[src/rtl/mult_pkg.sv]
// Shared definitions for the multiplier arbiter slice.
//   OP_W        operand width fed to the shared multiplier
//   RES_W       product width returned by the multiplier
//   NREQ_DEF    default number of requesters
//   MUL_LAT_DEF default multiplier latency (operands valid -> product valid)
//   idw_f()     width of a requester index for a given requester count
package mult_pkg;

    localparam int OP_W        = 8;
    localparam int RES_W       = 16;
    localparam int NREQ_DEF    = 4;
    localparam int MUL_LAT_DEF = 3;

    function automatic int idw_f(input int n);
        return (n <= 1) ? 1 : $clog2(n);
    endfunction

endpackage

[src/rtl/rr_picker.sv]
// Combinational round-robin selector.
//   elig_i  eligible mask, one bit per requester
//   last_i  index granted most recently; search begins just after it
//   gnt_o   one-hot grant (all zero when nothing is eligible)
//   idx_o   encoded index of the granted requester (0 when none)
//   any_o   high when some requester was granted
module rr_picker
    import mult_pkg::*;
#(
    parameter int NREQ = NREQ_DEF,
    parameter int IDW  = idw_f(NREQ)
) (
    input  logic [NREQ-1:0] elig_i,
    input  logic [IDW-1:0]  last_i,
    output logic [NREQ-1:0] gnt_o,
    output logic [IDW-1:0]  idx_o,
    output logic            any_o
);

    int             cand;
    logic [IDW-1:0] cidx;

    // Walk last+1 .. last+NREQ (mod NREQ); the first eligible slot wins.
    // Offset NREQ wraps back onto last itself, so it has lowest priority.
    always_comb begin
        gnt_o = '0;
        idx_o = '0;
        any_o = 1'b0;
        cand  = 0;
        cidx  = '0;
        for (int k = 1; k <= NREQ; k++) begin
            cand = (int'(last_i) + k) % NREQ;
            cidx = IDW'(cand);
            if (!any_o && elig_i[cidx]) begin
                any_o       = 1'b1;
                gnt_o[cidx] = 1'b1;
                idx_o       = cidx;
            end
        end
    end

endmodule

[src/rtl/mult_arbiter.sv]
// Round-robin front end for one shared pipelined multiplier.
//   clk, reset_n  clock, asynchronous active-low reset
//   hold          blocks new grants; in-flight operations still finish
//   req_valid/req_ready/req_a/req_b  per-requester operand handshake,
//                 requester i on byte lane i of req_a/req_b
//   mul_a, mul_b  registered operands to the external multiplier
//   mul_out       product, valid MUL_LAT cycles after mul_a/mul_b
//   res_valid/res_id/res_out  registered one-cycle tagged result strobe
//   busy          some operation is in flight or being returned
module mult_arbiter
    import mult_pkg::*;
#(
    parameter  int NREQ    = NREQ_DEF,
    parameter  int MUL_LAT = MUL_LAT_DEF,
    localparam int IDW     = idw_f(NREQ)
) (
    input  logic                 clk,
    input  logic                 reset_n,
    input  logic                 hold,
    input  logic [NREQ-1:0]      req_valid,
    output logic [NREQ-1:0]      req_ready,
    input  logic [OP_W*NREQ-1:0] req_a,
    input  logic [OP_W*NREQ-1:0] req_b,
    output logic [OP_W-1:0]      mul_a,
    output logic [OP_W-1:0]      mul_b,
    input  logic [RES_W-1:0]     mul_out,
    output logic                 res_valid,
    output logic [IDW-1:0]       res_id,
    output logic [RES_W-1:0]     res_out,
    output logic                 busy
);

    logic [NREQ-1:0][OP_W-1:0] a_vec, b_vec;
    logic [NREQ-1:0]           elig;
    logic [NREQ-1:0]           gnt;
    logic [IDW-1:0]            gidx;
    logic                      xfer;

    logic [NREQ-1:0]           outst_q, outst_d;
    logic [IDW-1:0]            last_q;
    logic [OP_W-1:0]           mul_a_q, mul_b_q;
    // Tag pipeline: stage MUL_LAT lines up with mul_out for the same op.
    logic [MUL_LAT:0]          vld_pipe_q;
    logic [MUL_LAT:0][IDW-1:0] id_pipe_q;
    logic                      res_valid_q;
    logic [IDW-1:0]            res_id_q;
    logic [RES_W-1:0]          res_out_q;

    assign a_vec = req_a;
    assign b_vec = req_b;

    // reset_n gating keeps req_ready low for the whole reset window.
    assign elig = req_valid & ~outst_q & {NREQ{~hold & reset_n}};

    rr_picker #(
        .NREQ (NREQ),
        .IDW  (IDW)
    ) u_pick (
        .elig_i (elig),
        .last_i (last_q),
        .gnt_o  (gnt),
        .idx_o  (gidx),
        .any_o  (xfer)
    );

    assign req_ready = gnt;

    // A requester's clear (result return) and its next set can never land
    // on the same edge: it is still outstanding during the return cycle.
    always_comb begin
        outst_d = outst_q;
        if (vld_pipe_q[MUL_LAT]) outst_d[id_pipe_q[MUL_LAT]] = 1'b0;
        if (xfer)                outst_d[gidx]               = 1'b1;
    end

    always_ff @(posedge clk or negedge reset_n) begin
        if (!reset_n) begin
            outst_q     <= '0;
            last_q      <= IDW'(NREQ - 1);
            mul_a_q     <= '0;
            mul_b_q     <= '0;
            vld_pipe_q  <= '0;
            id_pipe_q   <= '0;
            res_valid_q <= 1'b0;
            res_id_q    <= '0;
            res_out_q   <= '0;
        end else begin
            outst_q    <= outst_d;
            vld_pipe_q <= {vld_pipe_q[MUL_LAT-1:0], xfer};
            id_pipe_q  <= {id_pipe_q[MUL_LAT-1:0], gidx};
            if (xfer) begin
                mul_a_q <= a_vec[gidx];
                mul_b_q <= b_vec[gidx];
                last_q  <= gidx;
            end
            res_valid_q <= vld_pipe_q[MUL_LAT];
            if (vld_pipe_q[MUL_LAT]) begin
                res_id_q  <= id_pipe_q[MUL_LAT];
                res_out_q <= mul_out;
            end
        end
    end

    assign mul_a     = mul_a_q;
    assign mul_b     = mul_b_q;
    assign res_valid = res_valid_q;
    assign res_id    = res_id_q;
    assign res_out   = res_out_q;
    // Outstanding bits drop on the edge that raises res_valid; the strobe
    // cycle still counts as busy so the op is covered end to end.
    assign busy      = (|outst_q) | res_valid_q;

endmodule

[config.mk]
export PLATFORM = sky130hd
export DESIGN_NAME = mult_arbiter
export DESIGN_NICKNAME = d
export VERILOG_FILES = /design/src/rtl/mult_pkg.sv /design/src/rtl/rr_picker.sv /design/src/rtl/mult_arbiter.sv
export SDC_FILE = /design/constraint.sdc
export NUM_CORES = 1
export LEC_CHECK = 0
export CORE_ASPECT_RATIO = 0.6
export CORE_UTILIZATION = 45
export DETAILED_ROUTE_END_ITERATION = 8
export PLACE_DENSITY = 0.82
export SYNTH_ARGS = -nofsm -noshare
export SYNTH_HDL_FRONTEND = slang
export SYNTH_SLANG_ARGS = --single-unit
[constraint.sdc]
create_clock -name clk -period 7.7 [get_ports clk]
set_input_delay 1.54 -clock clk [delete_from_list [all_inputs] [get_ports clk]]
set_output_delay 1.54 -clock clk [all_outputs]
set_load 0.01 [all_outputs]
**After elaboration in Yosys (flattened, before gate mapping)**

Cells that the tools add are included.

- Bits of input ports: 87
- Register bits after elaboration: 53
- Logic and storage cells: 91
- Output and inout bits: 40

- Magnitude comparators: 12
- Reductions and logical operators: 13
- Bitwise gates (word level): 12
- Add/sub/neg operators: 4
- Muxes and demuxes: 38

Operator list:

| operator | count |
|---|---|
| binary-select mux 8 bit (select 2 bit) | 2 |
| two-way mux 4 bit | 6 |
| less-than comparator 2 x 3 -> 1 bit (second input constant) | 6 |
| two-way mux 8 bit | 2 |
| OR 4 bit | 4 |
| two-way mux 1 bit | 14 |
| AND 4 bit | 3 |
| demux 1 bit (select 2 bit) | 6 |
| greater-or-equal comparator 2 x 1 -> 1 bit (second input constant) | 6 |
| logical AND 1 bit | 9 |
| binary-select mux 1 bit (select 2 bit) | 4 |
| two-way mux 2 bit | 4 |
| inverter 4 bit | 2 |
| adder 2 x 1 -> 2 bit (second input constant) | 2 |
| adder 2 bit (second input constant) | 2 |
| OR reduction 4 bit | 1 |
| logical NOT 1 bit | 3 |
| AND 1 bit | 1 |
| inverter 1 bit | 1 |
| OR 1 bit | 1 |

**Longest topological paths before layout**

Gate-level depths: netlist (run 1).

- Depth after elaboration: 21
- Mapped depth: 10

**Hierarchy**

A second synthesis (run 1) with hierarchy kept.

- Cells, all modules: 255
- Area total of the unflattened synthesis: 2982.9 µm²

Modules (own cells, without submodules):

| module | times used | area each (µm²) | sequential area each (µm²) | cells each |
|---|---|---|---|---|
| mult_arbiter | 1 | 2353.5 | 1328.8 | 169 |
| rr_picker | 1 | 629.4 | 0.0 | 86 |

**Worst setup path before layout (run 1)**

No wires, ideal clock.

- Path kind: input -> output
- Start: input hold
- End: output req_ready[0]
- Stages on the path: 7
- Data arrival time: 2950 ps
- Path buffers: 1
- Setup slack: 3210 ps
- Cells stage by stage: and4bb_1 > buf_6 > mux4_2 > nor2b_1 > a22oi_1 > nor2_1 > a221o_1

- Longest elaborated chain between the ends: 15
- Elaborated cells between the ends (all ways): 27

Ends and longest elaborated chain:

| element | line | text |
|---|---|---|
| start: declaration | mult_arbiter.sv:19 | `input logic hold,` |
| inverter 1 bit * | mult_arbiter.sv:53 | `assign elig = req_valid & ~outst_q & {NREQ{~hold & reset_n}};` |
| AND 1 bit * | mult_arbiter.sv:53 |  |
| AND 4 bit * | mult_arbiter.sv:53 |  |
| binary-select mux 1 bit (select 2 bit) | rr_picker.sv:34 | `if (!any_o && elig_i[cidx]) begin` |
| two-way mux 1 bit (not written as such) | rr_picker.sv:34 |  |
| two-way mux 1 bit | rr_picker.sv:34 |  |
| logical NOT 1 bit | rr_picker.sv:34 |  |
| logical AND 1 bit | rr_picker.sv:34 |  |
| two-way mux 1 bit | rr_picker.sv:34 |  |
| logical NOT 1 bit | rr_picker.sv:34 |  |
| logical AND 1 bit | rr_picker.sv:34 |  |
| two-way mux 1 bit | rr_picker.sv:34 |  |
| logical NOT 1 bit | rr_picker.sv:34 |  |
| logical AND 1 bit | rr_picker.sv:34 |  |
| two-way mux 4 bit * | rr_picker.sv:34 |  |
| end: declaration | mult_arbiter.sv:21 | `output logic [NREQ-1:0] req_ready,` |

Every way passes the cells marked *; elsewhere a longest branch is shown, timed or not. The select of a mux whose other input is x is not followed.

**Worst setup path in the final report (run 1)**

- Start: input hold
- End: output req_ready[3]

The elaborated chain is that of the path after synthesis.

==> results.md, run 1 <==
- DIE HEIGHT: 65.09 um
- Final Skew: around 7.5 ps
- Grt total ovfl: 0
- Setup total negative slack: 0 ps
- Crit path launch type: primary input
- Area of the die: ~7000 um^2
- #FFs+latches synth: 53
- Total Power: between 1000 and 1500 uW
- N_diodes: 0
- CTS sink count: 53
- Status: completed
- Via count: between 2000 and 3000
- Area Growth Syn to Fin: 46.98%
- Synthesized area per cell: roughly 11 um^2
- RSZ-0062 raised after global routing: no
- Hold_buf cts: 0
- Yosys top cell by area: dfrtp_1
- CTS clock-pin slew for the worst setup and hold paths: ~100 ps
- Top cells by area, synth: dfrtp_1, mux2i_1, a21boi_0, mux2_2, o211ai_1
- Site Rows: 22
- First-pass GRT wire length: approximately 12000 um
- GRT Overall Usage: between 20% and 30%
- Cts repair resizes: 0
- Synth warn: 0
- Final hold viol count: 0
- Worst stage delay on the critical path: around 590 ps
- IO Pins: between 100 and 150
- Initial antenna violation count: 0
- WP data required: 6160 ps
- Worst-path fanout max: 8
- Initial Utilization: 47.78%
- Register area share after synthesis: 44.51%
- Post-synthesis async set-or-reset flop share: between 90% and 100%
- Cell family with most CP delay: buffers and inverters
- # setup viols final: 0
- Synthesized instance count: 264
- Final WL: 7579 um
- Pwr/cell area: about 280 nW/um^2
- Clock latency on the worst-skew pair: around 300 ps
- CTS tree: built
- Ys flop type: dfrtp_1
- Worst Hold Class: reg -> reg
- Layout cells sized above 1: 10.88%
- Max IR drop VDD: 153.9 uV
- Worst path slowest cell: clkdlybuf4s50_1
- Die width: roughly 110 um
- Post-Syn Area: between 2000 and 3000 um^2
- First-pass iteration count of the detailed router: 4
- Max-Cap Viols: 0
- CP dominant cell by count: clkdlybuf4s50_1
- Crit path buffers/inverters: 2
- Tightest Pin Transition: between 900 and 1000 ps
- Crit path capture type: primary output
- WL per Instance: around 16 um
- Fin crit period: between 5000 and 6000 ps
- Number of enable flip-flop cells after synthesis: 0
- CP Data Arrival Time: 4170 ps
- Number of global-route vias before repair: 2475
- Largest net degree at the start of global routing: 56
- Final ANT Viol Nets: 0
- Port Buf Inserts: roughly 130
- DR DRC count: 0
- Deepest clock path buffer count: 2
- Fin nets: between 400 and 500
- Critical path type: in -> out
- Core Area: approximately 6200 um^2
- Final cycle utilization of the critical path: about three quarters
- Fillers: 505
- Synth top area share: between 40% and 50%
- DP HPWL: about 5700 um
- Vias per cell: 5.489
- Root Buffer: clkbuf_8
- DR iter-0 viols: 110
- H-tree levels: 2
- Setup bufs post-CTS: 0
- Synth Net Count: ~360
- Max-slew violation count: 0
- CTS buffer count: 5
- Critical-path cell list: clkdlybuf4s50_1, and4bb_1, mux4_2, nor2b_1, a22oi_1, nor2_1, a221o_1, clkdlybuf4s50_1
- Final RePlAce weighted congestion: between 0.8 and 0.9
- Leakage dissipation: approximately 0.0018 uW
- Fmax: 175.2 MHz
- Max_slew headroom: 37.85%
- Yosys cell types: 36
-- area by class of cell --
cell class	instances	area (um^2)	share of cell area (%)
clock buffer	6	72.57	1.654
timing repair buffer	131	1294	29.48
tap	84	105.1	2.395
multi-input combinational	188	1551	35.36
inverter	6	22.52	0.5133
clock inverter	2	13.76	0.3137
sequential	53	1329	30.28
-- synthesized netlist by cell type (all sizes together), types with 5 or more instances --
library cell	n
nor2	7
ha	8
a21boi	32
clkbuf	9
mux2i	33
nor3	6
inv	6
mux2	17
o211ai	16
dfrtp	51
buf	8
nand2	21
a22oi	5
o21ai	8
-- cells by family after synthesis --
| kind of cell | count (synthesis) | synth area share (%) |
|---|---|---|
| buf+inv | 23 | 4.484 |
| fa+ha+maj | 8 | 3.353 |
| simple gates | 52 | 9.640 |
| mux | 53 | 19.74 |
| flops | 53 | 44.51 |
| compound gates | 75 | 18.27 |
-- cell usage in the layout, fill, tap and decap left out, types with 6 or more instances in the layout --
cell type	synthesis	routed
mux2_2	17	17
ha_1	8	8
inv_1	6	6
clkdlybuf4s50_1	0	125
mux2i_1	33	33
o21ai_0	8	8
o211ai_1	16	16
nor2_1	7	7
a21boi_0	29	29
dfrtp_1	51	51
nand2_1	21	21
-- worst reg2reg max path: cells and delay by family, from the launching register on --
kind / cells / cell delay [ps]
adders and majority gates: 1 / 460
and+or+nand+nor: 1 / 210
AOI/OAI and AO/OA: 2 / 320
DFF: 1 / 740
buffers and inverters: 2 / 730
muxes: 2 / 740
-- worst paths after layout --
| path | start | to | slack [ps] | cells after the start |
|---|---|---|---|---|
| hold / removal | id_pipe_q[0] | id_pipe_q[2] | 360 | 0 |
| min in group asynchronous | reset_n | res_out[10] | 1460 | 2 |
| setup reg to reg | last_q[0] | mul_b[7] | 4370 | 8 |
| setup / recovery | hold | req_ready[3] | 1990 | 8 |
| hold reg to reg | id_pipe_q[0] | id_pipe_q[2] | 360 | 0 |
| max in group asynchronous | reset_n | mul_b[2] | 5790 | 2 |
-- power by group --
part	total, uW	internal, uW	leakage (uW)	switching, uW
Combinational	615	353	0.00108	262
Clock	155	65.0	0.0000456	89.9
Sequential	471	390	0.000651	80.6
Total	1240	808	0.00178	432
-- sequential cells by signal, indices dropped and copies added (netlist names) --
name / count
res_valid: 1
mul_b: 8
res_out: 16
mul_a: 8
id_pipe_q: 8
last_q: 2
outst_q: 4
vld_pipe_q: 4
res_id: 2
-- metal layers --
metal  track usage, %  vias up  routed length, um
met5                0        -                  0
li1                 -     1215                  -
met1            30.38     1274               3436
met4            4.623        0                 59
met3            7.837        7                624
met2            36.85       84               3458
-- through the flow --
step | setup WS, ps | utilization [%] | instances | area (um^2) | hold WS (ps)
6_report | 1993 | 70.22 | 470 | 4388 | 356.2
5_1_grt | 1839 | 70.22 | 470 | 4388 | 362.2
4_1_cts | 2028 | 70.22 | 470 | 4388 | 358.2
3_5_place_dp | 2032 | 68.84 | 462 | 4302 | 336.2
3_3_place_gp | 2150 | 68.84 | 462 | 4302 | 333.1
2_1_floorplan | 3210 | - | 264 | 2985 | 331.2
Note: power is estimated with default switching activity, not from simulation.
==> run 2: changes to the inputs <==
--- a/config.mk
+++ b/config.mk
@@ -6,9 +6,9 @@
 export NUM_CORES = 1
 export LEC_CHECK = 0
 export CORE_ASPECT_RATIO = 0.6
-export CORE_UTILIZATION = 45
+export CORE_UTILIZATION = 39
 export DETAILED_ROUTE_END_ITERATION = 8
-export PLACE_DENSITY = 0.82
+export PLACE_DENSITY = 0.75
 export SYNTH_ARGS = -nofsm -noshare
 export SYNTH_HDL_FRONTEND = slang
 export SYNTH_SLANG_ARGS = --single-unit
==> constraint.sdc (replaced) <==
create_clock -name clk -period 5.01 [get_ports clk]
set_input_delay 1.002 -clock clk [delete_from_list [all_inputs] [get_ports clk]]
set_output_delay 1.002 -clock clk [all_outputs]
set_load 0.01 [all_outputs]
==> run 2 against run 1 <==
Power increased by 67%. Clock-buffer cell count rose by 1. Non-clock buffer count is the same.
==> results.md, run 2 (synthesized netlist as in run 1, its figures left out) <==
- Status: completed (unchanged)
- Via count: 2522 (was 2580)
- CTS buffer count: 5 (unchanged)
- Worst-path fanout max: 8 (unchanged)
- CTS clock-pin slew for the worst setup and hold paths: 70 ps (was 100 ps)
- Vias per cell: 5.147 (was 5.489)
- H-tree levels: 2 (unchanged)
- Setup bufs post-CTS: 0 (unchanged)
- Fin nets: 480 (unchanged)
- Max IR drop VDD: 230.5 uV (was 153.9 uV)
- Max reg flops: 16 (unchanged)
- Grt met3 use: 8.304% (was 7.837%)
- Critical path type: in -> out (unchanged)
- Layout cells sized above 1: 11.14% (was 10.88%)
- R2R Setup Slk: 1630 ps (was 4370 ps)
- Crit path buffers/inverters: 2 (unchanged)
- Final RePlAce weighted congestion: 0.7880 (was 0.8083)
- Max-Cap Viols: 0 (unchanged)
- Most common cell after layout, fill and taps aside: clkdlybuf4s50_1 (unchanged)
- Final cycle utilization of the critical path: between 90% and 100%
- DIE HEIGHT: 69.77 um (was 65.09 um)
- Area of the die: 8020 um^2 (was 6974 um^2)
- N_diodes: 0 (unchanged)
- GRT Overall Usage: 19.84% (was 22.93%)
- Pwr/cell area: 459.5 nW/um^2 (was 282.7 nW/um^2)
- WL per Instance: 15.36 um (was 16.13 um)
- Worst path slowest cell: clkdlybuf4s50_1 (unchanged)
- Leakage dissipation: 0.001820 uW (was 0.001780 uW)
- Crit path launch type: primary input (unchanged)
- Cts repair resizes: 0 (unchanged)
- Final hold viol count: 0 (unchanged)
- Worst r2r path cells: 8 (unchanged)
- Multi-input logic area: 1556 um^2 (was 1551 um^2)
- CTS tree: built (unchanged)
- Worst Hold Class: reg -> reg (unchanged)
- Hold Path Stages: 0 (unchanged)
- DR DRC count: 0 (unchanged)
- Tightest Pin Transition: 937.9 ps (was 932.2 ps)
- Place WS: 434.1 ps (was 2032 ps)
- Worst path depth: 8 (unchanged)
- Worst Hold Slack: 348.3 ps (was 356.2 ps)
- Site Rows: 24 (was 22)
- Fillers: 638 (was 505)
- DP HPWL: 5540 um (was 5691 um)
- Worst stage delay on the critical path: 570 ps (was 590 ps)
- Initial Utilization: 40.74% (was 47.78%)
- Final WL: 7528 um (was 7579 um)
- Number of global-route vias before repair: 2510 (was 2475)
- Final ANT Viol Nets: 0 (unchanged)
- Max-slew violation count: 0 (unchanged)
- Cell family with most CP delay: buffers and inverters (unchanged)
- Met2 Usage GRT: 29.18% (was 36.85%)
- Largest net degree at the start of global routing: 55 (was 56)
- Die width: 115.0 um (was 107.2 um)
- Clock latency on the worst-skew pair: 290 ps (was 300 ps)
- Critical-path cell list: clkdlybuf4s50_1, and4bb_1, mux4_2, nor2b_1, a22oi_1, nor2_1, a221o_1, clkdlybuf4s50_1 (unchanged)
- Area Growth Syn to Fin: 50.88% (was 46.98%)
- IO Pins: 127 (unchanged)
- Final Cell Area: 4504 um^2 (was 4388 um^2)
- First-pass iteration count of the detailed router: 4 (unchanged)
- Final Skew: 2.787 ps (was 7.453 ps)
- Port Buf Inserts: 126 (unchanged)
- Placed inst area: 4332 um^2 (was 4302 um^2)
- Crit path capture type: primary output (unchanged)
- CP dominant cell by count: clkdlybuf4s50_1 (unchanged)
- Core Area: 7327 um^2 (was 6248 um^2)
- Grt total ovfl: 0 (unchanged)
- Root Buffer: clkbuf_16 (was clkbuf_8)
- First-pass GRT wire length: 12130 um (was 12110 um)
- DR iter-0 viols: 105 (was 110)
- PnR worst setup slack: 409.0 ps (was 1993 ps)
- Max_slew headroom: 37.48% (was 37.85%)
- CP Data Arrival Time: 3600 ps (was 4170 ps)
- WP data required: 4010 ps (was 6160 ps)
- Register area: 1329 um^2 (unchanged)
- Setup total negative slack: 0 ps (unchanged)
- RSZ-0062 raised after global routing: no (unchanged)
- Fin crit period: roughly 4600 ps
- Most frequent cells in the layout: clkdlybuf4s50_1, dfrtp_1, mux2i_1 (unchanged)
- Hold_buf cts: 0 (unchanged)
- Fmax: roughly 220 MHz
- Grt met1 use: 26.65% (was 30.38%)
- Deepest clock path buffer count: 2 (unchanged)
- # setup viols final: 0 (unchanged)
- CTS sink count: 53 (unchanged)
- Initial antenna violation count: 0 (unchanged)
- Most Crowded Layer GR: met2 (unchanged)
run 2: worst register-to-register path, cell delays in order, from the launching register on:
cell and delay, ps:
dfstp_2 730, inv_1 210, ha_1 450, mux4_2 430
nand2b_1 220, a32oi_4 210, buf_4 510, mux2i_1 370
o211ai_1 110
run 2: power by group:
| part | total, uW | switching (uW) | internal, uW |
|---|---|---|---|
| Combinational | 948 | 404 | 544 |
| Sequential | 721 | 120 | 601 |
| Clock | 401 | 151 | 250 |
run 2: per-layer routing:
layer	part of all wire (%)	vias to the layer above
li1	-	1215
met1	46	1201
met2	43	99
met3	11	7
met4	0.93	0
met5	0	-
run 2: area by class of cell:
type,instances,area share (%)
repair buffers,131,28.72
well taps,104,2.889
multi-input cells,188,34.56
clock inverters,1,0.6667
inverters,6,0.5000
flip-flops and latches,53,29.50
clock buffers,7,3.167
run 2: per-stage QoR:
| step | power (uW) | utilization [%] | std cells |
|---|---|---|---|
| CTS | 2092 | 61.48 | 490 |
| floorplan | 1242 | - | 264 |
| global placement | 1669 | 59.12 | 482 |
| finish | 2070 | 61.48 | 490 |
| global route | 2197 | 61.48 | 490 |
| detailed placement | 1686 | 59.12 | 482 |
run 2: path summary, 6_finish.rpt:
kind,start,to
worst max-delay path,hold,req_ready[1]
worst min-delay path,vld_pipe_q[1],vld_pipe_q[2]
worst max register to register,last_q[0],mul_b[6]
worst min register to register,vld_pipe_q[1],vld_pipe_q[2]
max in group asynchronous,reset_n,mul_b[2]
min in group asynchronous,reset_n,id_pipe_q[1]
